**src/rtl/htiming_gen.sv**
```systemverilog
// -----------------------------------------------------------------------------
// htiming_gen
//
// Parametrised horizontal timing generator for the VGA driver. A phase counter
// walks one video line (sync, back porch, active video, front porch) and
// advances only on enabled cycles, so a single system clock can serve several
// pixel clocks. It produces the sync pulse, the active-video window, a pixel
// index with DIV enabled cycles per pixel, and per-pixel / per-line strobes.
//
// Optional feature macro: HTIMING_LINE_STROBE_EN
//   defined   -> line_start port exists (first enabled cycle of each line)
//   undefined -> line_start port and logic are absent
//
// Parameters:
//   SYNC     sync pulse width (cycles, >= 1)
//   BPORCH   back porch width (cycles, may be 0)
//   ACTIVE   active video width (cycles, multiple of DIV)
//   FPORCH   front porch width (cycles, may be 0)
//   DIV      enabled cycles per pixel (>= 1)
//   PIX_W    hpixel width (>= clog2(ACTIVE/DIV))
//   SYNC_POL hsync level while asserted (0 = active-low)
//
// Ports:
//   clk        in   system clock, rising edge
//   reset      in   synchronous active-high reset, priority over ce
//   ce         in   advance enable; counters and levels hold while low
//   hsync      out  sync output (registered)
//   active     out  high in the active-video window (registered)
//   hpixel     out  pixel index inside the window, 0 in blanking (registered)
//   pix_stb    out  first enabled cycle of each pixel (registered)
//   line_end   out  last enabled cycle of the line (registered)
//   line_start out  first enabled cycle of the line (registered, optional)
//
// All outputs are decoded from the next-state values and registered together
// with the counters, so they always describe the current phase count with no
// pipeline offset. A cycle counts as "enabled" when the edge that started it
// sampled ce high; strobes are therefore zero in cycles entered with ce low.
// -----------------------------------------------------------------------------
module htiming_gen #(
  parameter int unsigned SYNC     = 192,
  parameter int unsigned BPORCH   = 96,
  parameter int unsigned ACTIVE   = 1280,
  parameter int unsigned FPORCH   = 32,
  parameter int unsigned DIV      = 5,
  parameter int unsigned PIX_W    = 8,
  parameter int unsigned SYNC_POL = 0
) (
  input  logic             clk,
  input  logic             reset,
  input  logic             ce,
  output logic             hsync,
  output logic             active,
  output logic [PIX_W-1:0] hpixel,
  output logic             pix_stb,
  output logic             line_end
`ifdef HTIMING_LINE_STROBE_EN
  ,
  output logic             line_start
`endif
);

  localparam int unsigned TOTAL  = SYNC + BPORCH + ACTIVE + FPORCH;
  localparam int unsigned A0     = SYNC + BPORCH;
  localparam int unsigned HCNT_W = (TOTAL > 1) ? $clog2(TOTAL) : 1;
  localparam int unsigned DCNT_W = (DIV > 1) ? $clog2(DIV) : 1;

  // Last count of each phase. With BPORCH=0 BACK_LAST equals SYNC_LAST and
  // the back-porch phase is never entered; likewise FPORCH=0 makes
  // VIDEO_LAST the last count of the line.
  localparam logic [HCNT_W-1:0] SYNC_LAST  = HCNT_W'(SYNC - 1);
  localparam logic [HCNT_W-1:0] BACK_LAST  = HCNT_W'(A0 - 1);
  localparam logic [HCNT_W-1:0] VIDEO_LAST = HCNT_W'(A0 + ACTIVE - 1);
  localparam logic [HCNT_W-1:0] LINE_LAST  = HCNT_W'(TOTAL - 1);
  localparam logic [DCNT_W-1:0] DCNT_LAST  = DCNT_W'(DIV - 1);
  localparam logic              SYNC_LVL   = (SYNC_POL != 0);

  typedef enum logic [1:0] {
    PH_SYNC,
    PH_BACK,
    PH_VIDEO,
    PH_FRONT
  } phase_e;

  phase_e             phase_q, phase_d;
  logic [HCNT_W-1:0]  hcnt_q, hcnt_d;
  logic [DCNT_W-1:0]  dcnt_q, dcnt_d;
  logic [PIX_W-1:0]   hpixel_q, hpixel_d;
  logic               hsync_q, hsync_d;
  logic               active_q, active_d;
  logic               pix_stb_q, pix_stb_d;
  logic               line_end_q, line_end_d;
`ifdef HTIMING_LINE_STROBE_EN
  logic               line_start_q, line_start_d;
`endif

  always_ff @(posedge clk) begin
    if (reset) begin
      phase_q      <= PH_SYNC;
      hcnt_q       <= '0;
      dcnt_q       <= '0;
      hpixel_q     <= '0;
      hsync_q      <= SYNC_LVL;
      active_q     <= 1'b0;
      pix_stb_q    <= 1'b0;
      line_end_q   <= 1'b0;
`ifdef HTIMING_LINE_STROBE_EN
      line_start_q <= 1'b0;
`endif
    end else begin
      phase_q      <= phase_d;
      hcnt_q       <= hcnt_d;
      dcnt_q       <= dcnt_d;
      hpixel_q     <= hpixel_d;
      hsync_q      <= hsync_d;
      active_q     <= active_d;
      pix_stb_q    <= pix_stb_d;
      line_end_q   <= line_end_d;
`ifdef HTIMING_LINE_STROBE_EN
      line_start_q <= line_start_d;
`endif
    end
  end

  always_comb begin
    phase_d      = phase_q;
    hcnt_d       = hcnt_q;
    dcnt_d       = dcnt_q;
    hpixel_d     = hpixel_q;
    hsync_d      = hsync_q;
    active_d     = active_q;
    pix_stb_d    = 1'b0;
    line_end_d   = 1'b0;
`ifdef HTIMING_LINE_STROBE_EN
    line_start_d = 1'b0;
`endif

    if (ce) begin
      hcnt_d = (hcnt_q == LINE_LAST) ? '0 : hcnt_q + 1'b1;

      unique case (phase_q)
        PH_SYNC:  if (hcnt_q == SYNC_LAST)  phase_d = (BPORCH != 0) ? PH_BACK : PH_VIDEO;
        PH_BACK:  if (hcnt_q == BACK_LAST)  phase_d = PH_VIDEO;
        PH_VIDEO: if (hcnt_q == VIDEO_LAST) phase_d = (FPORCH != 0) ? PH_FRONT : PH_SYNC;
        PH_FRONT: if (hcnt_q == LINE_LAST)  phase_d = PH_SYNC;
        default:  phase_d = PH_SYNC;
      endcase

      // Sub-pixel and pixel counters only run while staying inside the
      // window; entering or leaving it restarts both at 0, so hpixel never
      // wraps mid-line.
      if (phase_d == PH_VIDEO && phase_q == PH_VIDEO) begin
        if (dcnt_q == DCNT_LAST) begin
          dcnt_d   = '0;
          hpixel_d = hpixel_q + 1'b1;
        end else begin
          dcnt_d   = dcnt_q + 1'b1;
        end
      end else begin
        dcnt_d   = '0;
        hpixel_d = '0;
      end

      hsync_d      = (phase_d == PH_SYNC) ? SYNC_LVL : ~SYNC_LVL;
      active_d     = (phase_d == PH_VIDEO);
      pix_stb_d    = (phase_d == PH_VIDEO) && (dcnt_d == '0);
      line_end_d   = (hcnt_d == LINE_LAST);
`ifdef HTIMING_LINE_STROBE_EN
      line_start_d = (hcnt_d == '0);
`endif
    end
  end

  assign hsync      = hsync_q;
  assign active     = active_q;
  assign hpixel     = hpixel_q;
  assign pix_stb    = pix_stb_q;
  assign line_end   = line_end_q;
`ifdef HTIMING_LINE_STROBE_EN
  assign line_start = line_start_q;
`endif

endmodule

```
**config.mk**
```make
export PLATFORM = sky130hd
export DESIGN_NAME = htiming_gen
export DESIGN_NICKNAME = d
export VERILOG_FILES = /design/src/rtl/htiming_gen.sv
export SDC_FILE = /design/constraint.sdc
export NUM_CORES = 1
export LEC_CHECK = 0
export ABC_AREA = 1
export ABC_CLOCK_PERIOD_IN_PS = 4100
export BUFFER_PORTS_ARGS = -buffer_cell sky130_fd_sc_hd__buf_2
export CAP_MARGIN = 20
export CORE_ASPECT_RATIO = 0.7
export CORE_MARGIN = 2
export CORE_UTILIZATION = 45
export DETAILED_ROUTE_END_ITERATION = 8
export SKIP_LAST_GASP = 1
export SYNTH_ARGS = -nofsm -noshare
export SYNTH_HDL_FRONTEND = slang
export SYNTH_SLANG_ARGS = --single-unit
```
**constraint.sdc**
```tcl
create_clock -name clk -period 4.1 [get_ports clk]
set_clock_uncertainty 0.05 [all_clocks]
set_input_delay 1.23 -clock clk [delete_from_list [all_inputs] [get_ports clk]]
set_output_delay 1.23 -clock clk [all_outputs]
set_load 0.02 [all_outputs]
```
==> impl_metrics.py, run 1 <==
metrics = {
    "timing": {
        "tightest_slew_ps": 449.2,
        "drv_slew": 0,
        "slew_headroom_pct": 70.05,
        "fin_crit_sh_pct": 58.29,
        "finalSetupViolations": 0,
        "rsz0062_at_grt": "no",
        "fmax_ghz": 0.4184,
        "hold_viol": 0,
        "finalSetupTns_ps": 0,
        "min_period_ps": 2390,
    },
    "global_route": {
        "grt_usage_pct": 17.47,
        "grt_max_degree": 29,
        "grt_pass1_vias": 1149,
        "grt_overflow": 0,
        "grt_pass1_wl_um": 5671,
        "antenna_found_initial": 0,
    },
    "clock_tree": {
        "numCtsBuffers": 3,
        "clk-insertion-delay-late_ps": 280,
        "cts_setup_buffers": 0,
        "cts_max_path_buffers": 2,
        "cts_root_buffer": "clkbuf_8",
        "clkSinkCount": 28,
        "cts_tree": "done",
        "holdBufCountCts": 0,
        "htree_levels": 1,
        "clkTransAtPathRegs_ps": 100,
        "ctsResizeCount": 0,
    },
    "setup_path": {
        "worst-r2r-setup-slack_ps": 1940,
        "cpPeakStageDelay_ps": 370,
        "cp_top_family": "buffers and inverters",
        "arrival_ps": 2520,
        "cp_max_fo": 28,
        "r2r_cells": 12,
        "cp.depth": 7,
        "cp.required_ps": 4230,
        "cp-start-kind": "input pin",
        "worstSetupEndpointType": "flop",
        "r2r-end": "hpixel[6]",
        "cp_cell_sequence": "buf_2 -> inv_1 -> nor2_1 -> nand2_1 -> nor2_1 -> nand4_1 -> nor4_1",
        "critical_path.slowest_cell": "buf_2",
        "path_buf_inv": 2,
        "crit_type": "input pin to flop",
        "critPathLaunch": "ce",
        "cpMostUsedCell": "nor2_1",
        "crit_path_end": "line_end",
        "r2r_start": "hcnt_q[0]",
    },
    "yosys": {
        "ys_top_cells_by_area": "dfxtp_1, nand2_1, nor2_1",
        "synthesis.area_um2": 1654,
        "syn_nets": 250,
        "ys_types": 28,
        "yosysWarningCount": 0,
        "synth_top_area_share_pct": 33.89,
        "seq_area_frac_synth_pct": 33.89,
        "avgSynthCellArea_um2": 6.835,
        "synth.largest_area_cell": "dfxtp_1",
        "syn_inst": 242,
        "ys_ff_latch": 28,
    },
    "power": {
        "pwr_density_cell_nw_per_um2": 285.0,
        "ir_worst_vdd_v": 0.0001745,
        "leakage_nw": 0.7969,
    },
    "floorplanning": {
        "rows": 18,
        "initial_core_util_pct": 47.08,
        "die_w_um": 76.47,
        "die_y_um": 54.73,
        "pin_count": 15,
        "die-area_um2": 4185,
        "core_area_um2": 3513,
    },
    "placed_design": {
        "place.gp.congestion": 0.8472,
        "dp_cells": 299,
        "place_hpwl_um": 2662,
        "portBuffers": 14,
    },
    "outcome": {
        "outcome": "finished clean",
    },
    "layout": {
        "antenna_cells": 0,
        "finalNonFillerCells": 303,
        "nets": 262,
        "final_core_utilization_pct": 51.46,
        "fillers": 359,
        "area_growth_pct": 9.304,
        "drive_gt1_share_pct": 16.60,
    },
    "routing": {
        "vias": 1446,
        "drt_first_pass_iters": 4,
        "post_drt_wl_per_cell_um": 11.52,
        "drt_iter0_markers": 67,
        "postRouteAntennaNets": 0,
        "routed_via_density": 4.772,
        "drc": 0,
        "wl_um": 3491,
    },
    "flow_run": {
        "cap_violations": 0,
    },
    "worst_hold_path": {
        "hp-class": "flop to flop",
    },
}
==> through the flow <==
stage / worst slack (ps) / area (um2) / hold slack, ps / power, W
6_report: 1710 / 1808 / 449.2 / 0.0005153
5_1_grt: 1572 / 1808 / 465.4 / 0.0005379
4_1_cts: 1767 / 1808 / 453.5 / 0.0005210
3_5_place_dp: 1478 / 1753 / 436.2 / 0.0003494
3_3_place_gp: 1541 / 1753 / 433.7 / 0.0003500
2_1_floorplan: 1912 / 1654 / 408.6 / 0.0003376
==> cells in the mapped netlist (all sizes together) <==
master	count
a21oi	26
nand4	9
o21bai	1
nor4	1
nor2	44
inv	34
ha	5
clkinv	1
nand2	48
nand3	10
o211ai	1
buf	2
clkbuf	5
xnor2	2
dfxtp	28
a211oi	1
nor3	4
o21ai	14
xor2	6
==> flip-flops by register name, summed over array words and instances (netlist names) <==
register / cells
line_end: 1
active: 1
phase_q: 2
hpixel: 8
dcnt_q: 3
hcnt_q: 11
hsync: 1
pix_stb: 1
==> cell type report <==
class	instances	area [um2]	area share, %
multi-input combinational	172	928.4	51.35
clock buffer	4	55.05	3.045
sequential	28	560.5	31.00
inverter	35	131.4	7.266
tap	50	62.56	3.460
timing repair buffer	14	70.07	3.875
==> worst reg2reg max path, stage by stage, from the launching register on <==
cell and delay [ps]:
dfxtp_1 400, ha_1 210, nand2_2 100, nor2_2 140, nand3_1 160, nand2_1 110, nand2_1 50, nor2_1 230
nand4_2 180, nand2_2 260, nand2_1 90, nand2_1 60, nor2_1 40
==> kinds of logic (layout without fill, tap and decap cells) <==
group / Yosys count / count (layout) / share of synthesized area, %
adder cells (fa/ha/maj): 5 / 5 / 3.782
AO/OA/AOI/OAI: 43 / 43 / 14.37
XOR/XNOR: 8 / 8 / 4.236
flip-flops: 28 / 28 / 33.89
AND/OR/NAND/NOR: 116 / 116 / 33.74
buffers and inverters: 42 / 53 / 9.984
==> report_power, final <==
| group | internal, W | switching (W) |
|---|---|---|
| registers | 0.000281 | 0.0000100 |
| clock network | 0.0000861 | 0.0000858 |
| logic | 0.0000158 | 0.0000361 |
==> per-layer routing <==
layer  track usage [%]  vias to the layer above  part of all wire, %
met5                 0                        -                    0
met4             1.818                        0                 0.29
met3             3.795                        3                  5.5
met2             23.30                       29                   34
met1             28.27                      614                   60
li1                  -                      800                    -
==> worst min path at each step <==
stage	startpoint	to	slack, ps	cells after the start
after global routing	hpixel[1]	hpixel[1]	470	2
after detailed placement	hpixel[1]	hpixel[1]	440	2
after CTS	hpixel[7]	hpixel[7]	450	2
after floorplan	hcnt_q[3]	hcnt_q[3]	410	2
final	hpixel[7]	hpixel[7]	450	2
after global placement	hpixel[7]	hpixel[7]	430	2
==> layout by cell type (no fill, tap or decap) <==
cell       n
a211oi_1   1
a21oi_1   22
a21oi_2    4
buf_2     14
clkbuf_8   4
clkinv_1   1
dfxtp_1   28
ha_1       5
inv_1     33
inv_2      1
nand2_1   38
nand2_2    9
nand2_4    1
nand3_1   10
nand4_1    8
nand4_2    1
nor2_1    36
nor2_2     5
nor2_4     2
nor2_8     1
nor3_1     4
nor4_1     1
o211ai_1   1
o21ai_0   14
o21bai_1   1
xnor2_1    2
xor2_1     6
Note: power is estimated with default switching activity, not from simulation.
==> run 2: changes to the inputs <==
--- a/config.mk
+++ b/config.mk
@@ -5,8 +5,8 @@
 export SDC_FILE = /design/constraint.sdc
 export NUM_CORES = 1
 export LEC_CHECK = 0
-export ABC_AREA = 1
-export ABC_CLOCK_PERIOD_IN_PS = 4100
+export ABC_AREA = 0
+export ABC_CLOCK_PERIOD_IN_PS = 2400
 export BUFFER_PORTS_ARGS = -buffer_cell sky130_fd_sc_hd__buf_2
 export CAP_MARGIN = 20
 export CORE_ASPECT_RATIO = 0.7
==> constraint.sdc (replaced) <==
create_clock -name clk -period 2.4 [get_ports clk]
set_clock_uncertainty 0.05 [all_clocks]
set_input_delay 0.72 -clock clk [delete_from_list [all_inputs] [get_ports clk]]
set_output_delay 0.72 -clock clk [all_outputs]
set_load 0.02 [all_outputs]
==> impl_metrics.py, run 2 <==
metrics = {
    "outcome": {
        "outcome": "finished clean",
    },
    "floorplanning": {
        "die-area_um2": 4095,
        "pin_count": 15,
        "initial_core_util_pct": 46.31,
        "die_w_um": 75.64,
        "rows": 18,
        "core_area_um2": 3491,
        "die_y_um": 54.15,
    },
    "timing": {
        "min_period_ps": 2041,
        "slew_headroom_pct": 68.41,
        "holdWs_ps": 415.7,
        "drv_slew": 0,
        "tightest_slew_ps": 472.1,
        "rsz0062_at_grt": "no",
        "fmax_ghz": 0.4900,
        "hold_viol": 0,
        "finalSetupViolations": 0,
        "fin_crit_sh_pct": 85.04,
        "finalSetupTns_ps": 0,
    },
    "setup_path": {
        "r2r-end": "hpixel[1]",
        "cp-start-kind": "flop",
        "r2r_cells": 6,
        "crit_path_end": "hpixel[1]",
        "cp_max_fo": 13,
        "crit_type": "flop to flop",
        "arrival_ps": 2160,
        "r2r_start": "hcnt_q[6]",
        "worst-r2r-setup-slack_ps": 360,
        "critPathLaunch": "hcnt_q[6]",
        "cp.required_ps": 2520,
        "worstSetupEndpointType": "flop",
    },
    "clock_tree": {
        "clk-insertion-delay-late_ps": 270,
        "cts_setup_buffers": 0,
        "cts_tree": "done",
        "htree_levels": 1,
        "clkSinkCount": 28,
        "numCtsBuffers": 3,
        "holdBufCountCts": 0,
        "ctsResizeCount": 0,
        "cts_max_path_buffers": 2,
        "cts_root_buffer": "clkbuf_8",
        "clkTransAtPathRegs_ps": 90,
    },
    "layout": {
        "fillers": 345,
        "regMostFlops": "hcnt_q",
        "multiInputGateArea_um2": 954.7,
        "layout_common_cells": "dfxtp_1, nand2_1, nor2_1, a21oi_1, buf_2",
        "layout_commonest_cell": "dfxtp_1",
        "final-seq-area_um2": 560.5,
        "largest_reg_flops": 11,
        "nets": 222,
        "antenna_cells": 0,
        "area_growth_pct": 8.591,
        "finalNonFillerCells": 263,
        "drive_gt1_share_pct": 14.08,
    },
    "yosys": {
        "syn_inst": 206,
        "synth.largest_area_cell": "dfxtp_1",
        "ys_top_cells_by_area": "dfxtp_1, a21oi_1, nand2_1",
        "avgSynthCellArea_um2": 7.847,
        "ys_ff_latch": 28,
        "ys.flop_type": "dfxtp_1",
        "yosysWarningCount": 0,
        "synth_edf_count": 0,
        "syn_nets": 214,
        "synthesis.area_um2": 1617,
        "ys_types": 46,
        "synth_top_area_share_pct": 34.67,
        "netlist_top_cells_count": "dfxtp_1, a21oi_1, nand2_1, nor2_1, nor3_1",
        "synthArstFlopShare_pct": 0,
        "seq_area_frac_synth_pct": 34.67,
        "synth.most_common_cell": "dfxtp_1",
    },
    "flow_run": {
        "cap_violations": 0,
    },
    "global_route": {
        "antenna_found_initial": 0,
        "grt_pass1_vias": 1237,
        "grt_pass1_wl_um": 5906,
        "grt_usage_pct": 19.01,
        "grt_overflow": 0,
        "grt_max_degree": 28,
    },
    "power": {
        "leakage_nw": 0.6045,
        "ir_worst_vdd_v": 0.0002311,
        "pwr_density_cell_nw_per_um2": 457.0,
    },
    "routing": {
        "postRouteAntennaNets": 0,
        "drc": 0,
        "wl_um": 3583,
        "post_drt_wl_per_cell_um": 13.62,
        "drt_iter0_markers": 112,
        "routed_via_density": 5.627,
        "drt_first_pass_iters": 4,
        "vias": 1480,
    },
    "placed_design": {
        "place.gp.congestion": 0.8625,
        "place_hpwl_um": 2508,
        "portBuffers": 14,
        "dp_cells": 259,
    },
    "worst_hold_path": {
        "hp-class": "flop to flop",
    },
}
run 2: cell count changes after synthesis, sizes merged, moves of 4 or more:
cell    before  now
inv         34    4
nand2       48   20
nor2        44   20
buf          2    9
a21oi       26   20
nor3         4   10
a31oi        0    5
nand3b       0    4
run 2: power breakdown:
group	switching, W	internal [W]	leakage, nW
registers	0.00000544	0.000467	0.226
clock network	0.000147	0.000147	0.0288
logic	0.0000244	0.0000116	0.350
total	0.000176	0.000626	0.605
run 2: cell type report:
class,count,area share (%)
multi-input combinational,158,54.38
clock buffer,4,3.136
inverter,4,0.8553
tap,50,3.564
sequential,28,31.93
timing repair buffer,19,6.130
run 2: worst min path at each step:
stage | depth (start not counted) | endpoint | start
after floorplan | 2 | dcnt_q[1] | dcnt_q[1]
after global placement | 2 | active | active
after detailed placement | 2 | active | active
after CTS | 2 | active | active
after global routing | 2 | active | active
final | 2 | active | active
run 2: worst max-delay path, stage by stage, from the launching register on:
cell     delay (ps)
dfxtp_1         440
or3_4           460
o41ai_2         320
buf_4           240
nor2_1          140
a32oi_1         230
nor2_1           50
run 2: cells by family after synthesis:
logic type	share of synthesized area, %
XOR/XNOR	4.334
flip-flops	34.68
AO/OA/AOI/OAI	19.89
buffers and inverters	6.270
adder cells (fa/ha/maj)	3.870
AND/OR/NAND/NOR	30.96
run 2: stage by stage:
stage	utilization, %	instance area (um2)	total power [W]	setup slack, ps
floorplan	-	1617	0.0005066	476.2
global placement	48.71	1700	0.0005183	428.1
detailed placement	48.71	1700	0.0005193	392.0
CTS	50.29	1755	0.0008131	379.2
global route	50.29	1755	0.0008384	243.1
finish	50.29	1755	0.0008022	359.1
run 2: per-layer routing:
layer | vias up | global-route usage, % | wire length (um)
met4 | 0 | 2.924 | 14
met1 | 686 | 29.20 | 1898
met2 | 30 | 26.96 | 1483
li1 | 762 | - | -
met3 | 2 | 4.682 | 186
met5 | - | 0 | 0
==> run 3: changes to the inputs <==
--- a/config.mk
+++ b/config.mk
@@ -7,12 +7,12 @@
 export LEC_CHECK = 0
 export ABC_AREA = 0
 export ABC_CLOCK_PERIOD_IN_PS = 2400
-export BUFFER_PORTS_ARGS = -buffer_cell sky130_fd_sc_hd__buf_2
 export CAP_MARGIN = 20
 export CORE_ASPECT_RATIO = 0.7
 export CORE_MARGIN = 2
 export CORE_UTILIZATION = 45
 export DETAILED_ROUTE_END_ITERATION = 8
+export DONT_BUFFER_PORTS = 1
 export SKIP_LAST_GASP = 1
 export SYNTH_ARGS = -nofsm -noshare
 export SYNTH_HDL_FRONTEND = slang
==> impl_metrics.py, run 3 (synthesized netlist as in run 2, its figures left out) <==
metrics = {
    "outcome": {
        "outcome": "finished clean",
    },
    "timing": {
        "fmax_ghz": 0.4763,
        "drv_slew": 0,
        "finalSetupTns_ps": 0,
        "tightest_slew_ps": 474.5,
        "slew_headroom_pct": 68.25,
        "min_period_ps": 2099,
        "hold_viol": 0,
        "fin_crit_sh_pct": 87.47,
        "finalSetupViolations": 0,
        "rsz0062_at_grt": "no",
    },
    "setup_path": {
        "path_buf_inv": 1,
        "cpMostUsedCell": "nor2_1",
        "cpPeakStageDelay_ps": 450,
        "crit_type": "flop to flop",
        "cp_max_fo": 13,
        "cp_top_family": "compound AO/OA/AOI/OAI gates",
        "cp-start-kind": "flop",
        "critical_path.slowest_cell": "dfxtp_1",
        "cp.required_ps": 2530,
        "worstSetupEndpointType": "flop",
        "arrival_ps": 2220,
        "cp_cell_sequence": "ha_1 -> nand4_1 -> o41ai_2 -> buf_4 -> nor2_1 -> a32oi_1 -> nor2_1",
    },
    "layout": {
        "layout_common_cells": "dfxtp_1, nand2_1, nor2_1, a21oi_1, nor3_1",
        "drive_gt1_share_pct": 7.107,
        "layout_commonest_cell": "dfxtp_1",
        "antenna_cells": 0,
        "nets": 206,
        "regMostFlops": "hcnt_q",
        "largest_reg_flops": 11,
        "finalNonFillerCells": 247,
        "area_growth_pct": 3.328,
    },
    "global_route": {
        "grt_pass1_wl_um": 5727,
        "grt_max_degree": 29,
        "antenna_found_initial": 0,
        "grt_usage_pct": 18.30,
        "grt_overflow": 0,
        "grt_pass1_vias": 1200,
    },
    "clock_tree": {
        "clkTransAtPathRegs_ps": 100,
        "holdBufCountCts": 0,
        "cts_max_path_buffers": 2,
        "cts_setup_buffers": 0,
        "htree_levels": 1,
        "cts_root_buffer": "clkbuf_8",
        "clk-insertion-delay-late_ps": 280,
        "clkSinkCount": 28,
        "ctsResizeCount": 0,
        "cts_tree": "done",
        "numCtsBuffers": 3,
    },
    "power": {
        "ir_worst_vdd_v": 0.0002721,
        "pwr_density_cell_nw_per_um2": 471.4,
        "leakage_nw": 0.5199,
    },
    "routing": {
        "wl_um": 3535,
        "drc": 0,
        "vias": 1449,
        "postRouteAntennaNets": 0,
        "post_drt_wl_per_cell_um": 14.31,
        "drt_first_pass_iters": 4,
        "routed_via_density": 5.866,
        "drt_iter0_markers": 106,
    },
    "placed_design": {
        "place.gp.congestion": 0.8375,
        "portBuffers": 0,
        "place_hpwl_um": 2486,
        "dp_cells": 243,
    },
    "floorplanning": {
        "initial_core_util_pct": 46.31,
        "core_area_um2": 3491,
        "pin_count": 15,
        "die_w_um": 75.64,
        "die_y_um": 54.15,
        "rows": 18,
        "die-area_um2": 4095,
    },
    "flow_run": {
        "cap_violations": 0,
    },
    "worst_hold_path": {
        "hp-class": "input pin to flop",
    },
}
## run 3: metal layers
metal	GRT usage (%)	vias up	part of all wire, %
li1	-	729	-
met1	28.21	671	50
met2	25.07	47	42
met3	5.993	2	7.5
met4	1.754	0	0.34
met5	0	-	0
## run 3: where the power goes
part            total, W  internal (W)  switching, W
clock           0.000297      0.000147      0.000150
sequential      0.000472      0.000467    0.00000499
combinational  0.0000184    0.00000796     0.0000105
## run 3: worst paths after layout
check,start,to,slack (ps),cells after the start
setup / recovery,hcnt_q[0],hpixel[1],300,7
hold / removal,reset,pix_stb,440,1
hold reg to reg,dcnt_q[1],dcnt_q[1],480,2
setup reg to reg,hcnt_q[0],hpixel[1],300,7
## run 3: cell type report
type                    count  area, um2
well taps                  50      62.56
inverters                   4      15.01
flip-flops and latches     28      560.5
fillers                   341       1821
repair buffers              3      22.52
multi-input cells         158      954.7
clock buffers               4      55.05
## run 3: through the flow
step           worst slack [ps]  total power (W)  utilization, %  hold WS (ps)  area (um2)
6_report                  300.7        0.0007875           47.85         444.5        1670
2_1_floorplan             476.2        0.0005066               -         434.3        1617
4_1_cts                   308.5        0.0007957           47.85         443.3        1670
5_1_grt                   78.95        0.0008122           47.85         434.4        1670
3_3_place_gp              388.6        0.0005005           46.27         455.2        1615
3_5_place_dp              330.5        0.0005015           46.27         463.1        1615
## run 3: worst reg2reg max path, stage by stage (launching register included)
cell	delay, ps
dfxtp_1	450
ha_1	340
nand4_1	240
o41ai_2	260
buf_4	240
nor2_1	140
a32oi_1	220
nor2_1	60
